[src/rtl/countdown_timer_ctrl.sv]
// Sequencing controller for a binary down-counter: start/pause/clear handling,
// reload-on-expiry and a tick-timed alarm.
module countdown_timer_ctrl #(
    parameter int unsigned WIDTH       = 16,
    parameter int unsigned ALARM_TICKS = 10
) (
    input  logic             clk,
    input  logic             rst,
    input  logic             tick,
    input  logic             start,
    input  logic             pause,
    input  logic             clear,
    input  logic             auto_reload,
    input  logic [WIDTH-1:0] preset,
    output logic             cnt_ce,
    output logic             cnt_load,
    output logic [WIDTH-1:0] cnt_l,
    input  logic [WIDTH-1:0] cnt_q,
    input  logic             cnt_thresh0,
    output logic             running,
    output logic             paused,
    output logic             done_pulse,
    output logic             alarm
);

    typedef enum logic [2:0] {
        S_CLEAR,
        S_IDLE,
        S_LOAD,
        S_RUN,
        S_PAUSED,
        S_ALARM
    } state_t;

    localparam logic [7:0] ALARM_LAST = 8'(ALARM_TICKS - 1);

    state_t           state;
    logic [WIDTH-1:0] preset_q;
    logic [7:0]       alarm_cnt;
    logic             expired;
    logic             preset_nz;

    // Q readback backs up THRESH0 so a stuck flag can never let the count wrap.
    always_comb begin
        expired   = cnt_thresh0 | (cnt_q == '0);
        preset_nz = |preset;
    end

    always_ff @(posedge clk) begin
        if (rst) begin
            state     <= S_CLEAR;
            preset_q  <= '0;
            alarm_cnt <= '0;
        end else begin
            case (state)
                S_CLEAR: state <= S_IDLE;
                S_IDLE: begin
                    if (clear) begin
                        state <= S_CLEAR;
                    end else if (start && preset_nz) begin
                        preset_q <= preset;
                        state    <= S_LOAD;
                    end
                end
                S_LOAD: state <= clear ? S_CLEAR : S_RUN;
                S_RUN: begin
                    if (clear) begin
                        state <= S_CLEAR;
                    end else if (expired) begin
                        if (auto_reload) begin
                            state <= S_LOAD;
                        end else begin
                            alarm_cnt <= '0;
                            state     <= S_ALARM;
                        end
                    end else if (pause) begin
                        state <= S_PAUSED;
                    end
                end
                S_PAUSED: begin
                    if (clear) begin
                        state <= S_CLEAR;
                    end else if (start) begin
                        state <= S_RUN;
                    end
                end
                S_ALARM: begin
                    if (clear) begin
                        state <= S_CLEAR;
                    end else if (start) begin
                        if (preset_nz) begin
                            preset_q <= preset;
                            state    <= S_LOAD;
                        end else begin
                            state <= S_IDLE;
                        end
                    end else if (pause) begin
                        state <= S_IDLE;
                    end else if (tick) begin
                        if (alarm_cnt == ALARM_LAST) begin
                            state <= S_IDLE;
                        end else begin
                            alarm_cnt <= alarm_cnt + 8'd1;
                        end
                    end
                end
                default: state <= S_CLEAR;
            endcase
        end
    end

    always_comb begin
        cnt_ce     = 1'b0;
        cnt_load   = 1'b0;
        cnt_l      = '0;
        running    = 1'b0;
        paused     = 1'b0;
        done_pulse = 1'b0;
        alarm      = 1'b0;
        if (!rst) begin
            case (state)
                S_CLEAR: begin
                    cnt_load = 1'b1;
                    cnt_ce   = 1'b1;
                end
                S_LOAD: begin
                    cnt_load = 1'b1;
                    cnt_ce   = 1'b1;
                    cnt_l    = preset_q;
                end
                S_RUN: begin
                    running    = 1'b1;
                    cnt_ce     = tick & ~expired & ~pause & ~clear;
                    done_pulse = expired & ~clear;
                end
                S_PAUSED: paused = 1'b1;
                S_ALARM:  alarm  = 1'b1;
                default: ;
            endcase
        end
    end

endmodule
[config.mk]
export PLATFORM = sky130hd
export DESIGN_NAME = countdown_timer_ctrl
export DESIGN_NICKNAME = d
export VERILOG_FILES = /design/src/rtl/countdown_timer_ctrl.sv
export SDC_FILE = /design/constraint.sdc
export NUM_CORES = 1
export LEC_CHECK = 0
export ABC_CLOCK_PERIOD_IN_PS = 2400
export BUFFER_PORTS_ARGS = -buffer_cell sky130_fd_sc_hd__buf_2
export CAP_MARGIN = 40
export CORE_MARGIN = 2
export CORE_UTILIZATION = 48
export DETAILED_ROUTE_END_ITERATION = 7
export PLACE_DENSITY_LB_ADDON = 0.2
export SYNTH_ARGS = -nofsm -noshare
export SYNTH_HDL_FRONTEND = slang
export SYNTH_SLANG_ARGS = --single-unit
[constraint.sdc]
create_clock -name clk -period 2.4 [get_ports clk]
set_clock_uncertainty 0.1 [all_clocks]
set_input_delay 0.48 -clock clk [delete_from_list [all_inputs] [get_ports clk]]
set_output_delay 0.48 -clock clk [all_outputs]
set_load 0.02 [all_outputs]
# == After elaboration in Yosys (flattened, before gate mapping) ==
# Index checks and enable logic that the tools add are counted.
# word_totals
register_bits,27
output_inout_bits,22
in_bits,40
# op_classes
reduce_logical,10
bitwise,8
muxes,45
eq_ne,23
add_sub_neg,1
# op_table
operator,n
16-bit two-way mux,7
8-bit two-way mux,8
3-bit two-way mux,13
16-bit case mux with 2 select lines,1
2-bit inequality test (second input constant),12
3-bit case mux with 6 select lines,1
16-bit zero test,1
8-bit case mux with 2 select lines,1
16-bit OR reduction,1
1-bit two-way mux,11
5-bit inequality test (second input constant),2
9-bit AND reduction,1
8-bit by 1-bit adder with 8-bit output (second input constant),1
8-bit by 4-bit == test with 1-bit output (second input constant),1
3-bit by 2-bit == test with 1-bit output (second input constant),2
3-bit == test (second input constant),2
3-bit inequality test (second input constant),2
6-bit AND reduction,1
5-bit AND reduction,1
1-bit AND,4
2-bit two-way mux,2
4-bit inequality test (second input constant),1
2-bit nonzero test,2
3-bit by 1-bit == test with 1-bit output (second input constant),1
other kinds (6),8

# == Longest topological paths before layout ==
# logic_depth
word_depth,8
depth_mapped,7
depth_no_buf,7

# == Least setup slack after synthesis ==
# OpenSTA, ideal clock, no wires.
# synth_timing
path_type,input-to-reg
startpoint,input preset[13]
endpoint,register preset_q[0]
setup_time_ps,128
t_required_ps,2172
path_slack_ps,104
arrival_time_ps,2068
cell_stages,7
path_cell_list,or4_4 > o41ai_4 > or3_1 > buf_6 > buf_12 > mux2i_1 > nor2_1
# synth_via
elab_chain_cells,4
# synth_lines
item,line_no,rtl
"start, declared",14,"input logic [WIDTH-1:0] preset,"
16-bit OR reduction (*),46,preset_nz = |preset;
1-bit logical AND,60,end else if (start && preset_nz) begin
2-bit inequality test (no source line),-,
6-bit AND reduction (no source line) (*),-,
"end signal, assigned",61,preset_q <= preset;
"end signal, assigned",92,preset_q <= preset;
"end, declared",38,logic [WIDTH-1:0] preset_q;
# Mark *: on every way between the ends. The rest lies on a longest branch, timed or not.
# A chain may end at the register's enable or synchronous reset.

# == Worst setup path after layout ==
# layout_timing
startpoint,input cnt_q[9]
endpoint,output cnt_ce
# layout_via
elab_chain_cells,8
# layout_lines
item,line_no,rtl
"start, declared",18,"input logic [WIDTH-1:0] cnt_q,"
16-bit zero test,45,expired = cnt_thresh0 | (cnt_q == '0);
1-bit bitwise OR,45,
1-bit inverter,133,cnt_ce = tick & ~expired & ~pause & ~clear;
1-bit AND (3 in a row),133,
1-bit case mux with 2 select lines,121,case (state)
1-bit two-way mux,120,if (!rst) begin
"end, declared",15,"output logic cnt_ce,"
# No other way between the ends.

==> metrics.cfg <==
[status]
status = finished, final reports clean

[hold_path]
hold_path_class = input pin to flip-flop
min_to = preset_q[8]
worstHoldPathCells = 3
min-delay-start = preset[8]

[drt]
vias_per_cell = 5.36
wl_per_cell_microns = 12.4
first_pass_iters = 4
antenna_left = 0
drt_iter0_drc = 50
drt_drc_violations_left = 0
wl_microns = 3650
vias = 1582

[worst_setup_path]
crit_path_cell_trace = buf_2 > nor4_1 > a41o_1 > or3_1 > nor2_2 > a21o_1 > buf_2
crit_arrival_ns = 1.71
rr_worst_depth = 6
path_delay_family = simple AND/OR/NAND/NOR gates
r2r-start = alarm_cnt[0]
cp_slowest_stage_delay_ns = 0.37
cp-end-kind = output port
crit_type = input pin to output port
worstPathBufferInverterCount = 2
r2r_slack_ns = 0.15
crit_path_frequent_cell = buf_2
worst-path-max-fanout = 2
cp_slowest_cell = nor4_1
worst_setup_path_start_kind = input pin
r2r-end = alarm_cnt[7]
crit_required_ns = 1.82

[cells_and_area]
finalNetCount = 294
multi_input_area_sq_um = 983
antenna_cells = 0
area_growth_pct = 28.5
seq_area_sq_um = 546
final_area_sq_mm = 0.00203
n_fill_cell = 289
final_layout_size_suffix_gt1_share_pct = 33.9

[floorplan]
fp.dieW_microns = 61.3
start_util_pct = 51.3
dieHeight_microns = 61.3
dieArea_sq_mm = 0.00376
pin_count = 62
fp-row-count = 20
core_area_sq_mm = 0.00308

[synthesis]
postSynthCellCount = 185
ys.flop_type = dfxtp_1
yosys.cell_types.count = 48
ys_top_cells_by_count = dfxtp_1 (27), nor2_1 (27), and2_1 (17), mux2i_1 (16), nor3_1 (9)
netlist_area_sq_mm = 0.00158
synth-edff-count = 0
synth_top_cells_by_area = dfxtp_1 (34%), mux2i_1 (10%), and2_1 (6.7%), nor2_1 (6.4%), nor3_1 (2.9%)
yosys.area.top_type = dfxtp_1
yosysSeqAreaShare_pct = 34.3
yosysWarnings = 0
postSynth.asyncResetShare_pct = 0
synth_top_area_share_pct = 34.3
synthesis.nets = 227
ys_ff_latch = 27
syn_area_per_cell_sq_um = 8.53

[timing]
final.setup.tns_ns = 0
finalSetupViolCount = 0
hold_viol_final = 0
fmax_ghz = 0.437
layout_worst_path_cycle_share_pct = 95.3
relSlewSlack_pct = 75.7
fin_crit_ns = 2.29
max_slew.worst_pin.slew_ns = 0.361
rsz0062_at_grt = false
finalMaxSlewViolations = 0

[placement]
port_buffers = 61
post_dp_cell_area_sq_mm = 0.00197
dp_hpwl_microns = 2800
place.gp.congestion = 0.869

[power]
switching_share_pct = 26.3
clkPwrFrac_pct = 23.9
comb_power_share_pct = 18.0
internal-power_uw = 592
vdd_drop_max_v = 0.000292
p_switching_uw = 211
power-per-cell-area_mw_per_mm2 = 396
sequentialPowerShare_pct = 58.2
p_leak_nw = 1.01

[clock_tree]
numCtsBuffers = 3
clock-sinks = 27
cts_tree = yes
cts_setup_buffers = 0
cts-root-buf = clkbuf_4
clk_pin_slew_ns = 0.14
clockBufferDepth = 2
clock_latency_ns = 0.32
holdBufCountCts = 0
cts-htree-levels = 1

[global_routing]
grt_max_degree = 21
grt_pass1_wl_microns = 5710
antenna_found_initial = 0
overflow = 0
grt_pass1_vias = 1393
grt.total_usage_pct = 19.5

[flow_run]
maxCapViolCount = 0

-- layout make-up --
type / instances / area share, %
clock buffers: 3 / 1.11
clock inverters: 1 / 0.247
inverters: 4 / 0.741
multi-input cells: 144 / 48.5
flip-flops and latches: 27 / 26.9
well taps: 44 / 2.72
repair buffers: 72 / 19.8
-- flip-flops by register name, summed over array words and instances (netlist names) --
signal	cells
alarm_cnt	8
preset_q	16
state	3
-- timing repair --
action,4_1_cts,5_1_grt
setup endpoints to repair,0,23
hold endpoints to repair,0,0
gates resized for setup,0,7
-- routing by layer --
layer  global-route usage [%]  vias to the layer above  routed length, microns
li1                         -                      808                       -
met1                     24.5                      719                    1600
met2                     35.4                       53                    1810
met3                     3.78                        2                     228
met4                     3.04                        0                      10
met5                        0                        -                       0
-- through the flow --
step	instances	utilization, %	hold slack (ns)	total power [mW]	setup slack, ns
2_1_floorplan	185	-	0.330	0.556	0.104
3_3_place_gp	291	64.1	0.363	0.619	0.0158
3_5_place_dp	291	64.1	0.372	0.619	0.00551
4_1_cts	295	65.0	0.279	0.813	0.0218
5_1_grt	295	65.9	0.284	0.846	0.0140
6_report	295	65.9	0.292	0.804	0.112
-- cells in the final DEF, fill, tap and decap left out, types with 2 or more instances in the layout --
cell type	instances
a21oi_1	4
a31oi_1	2
and2_1	17
and3_1	3
buf_2	61
buf_4	10
clkbuf_4	3
dfxtp_1	25
ha_1	2
inv_1	4
mux2i_1	16
nand2_1	5
nand2b_1	5
nand3_1	2
nor2_1	26
nor3_1	9
nor4_1	5
nor4_2	2
o211ai_1	2
o21ai_0	7
o21ai_1	3
o31ai_1	3
or3_1	3
or4_1	2
or4_4	2
-- logic make-up (layout without fill, tap and decap cells) --
group	count (synthesis)	in the layout	synth area share, %
muxes	16	16	10.2
DFF	27	27	34.3
adders and majority gates	3	3	2.22
and+or+nand+nor	92	92	32.7
AOI/OAI and AO/OA	32	32	15.3
xor gates and xnor gates	1	1	0.555
buffers and inverters	14	80	4.84
-- power groups by stage --
stage	clock network, mW	logic, mW	registers, mW
after floorplan	0	0.0812	0.475
after global placement	0	0.141	0.477
after detailed placement	0	0.141	0.478
after CTS	0.204	0.141	0.468
after global routing	0.218	0.159	0.469
final	0.192	0.144	0.467
-- worst max path at each step --
| stage | startpoint | to | cells after the start |
|---|---|---|---|
| 3_5_place_dp | preset[13] | preset_q[14] | 7 |
| 2_1_floorplan | preset[13] | preset_q[0] | 7 |
| 3_3_place_gp | preset[13] | state[0] | 6 |
| 5_1_grt | cnt_q[9] | cnt_ce | 7 |
| 6_report | cnt_q[9] | cnt_ce | 7 |
| 4_1_cts | state[1] | cnt_ce | 5 |
-- worst min-delay path: cells and delay by family --
family        cells  cell delay [ns]
mux               1             0.05
simple gates      1             0.07
buf+inv           1             0.08
Note: power is estimated with default switching activity, not from simulation.
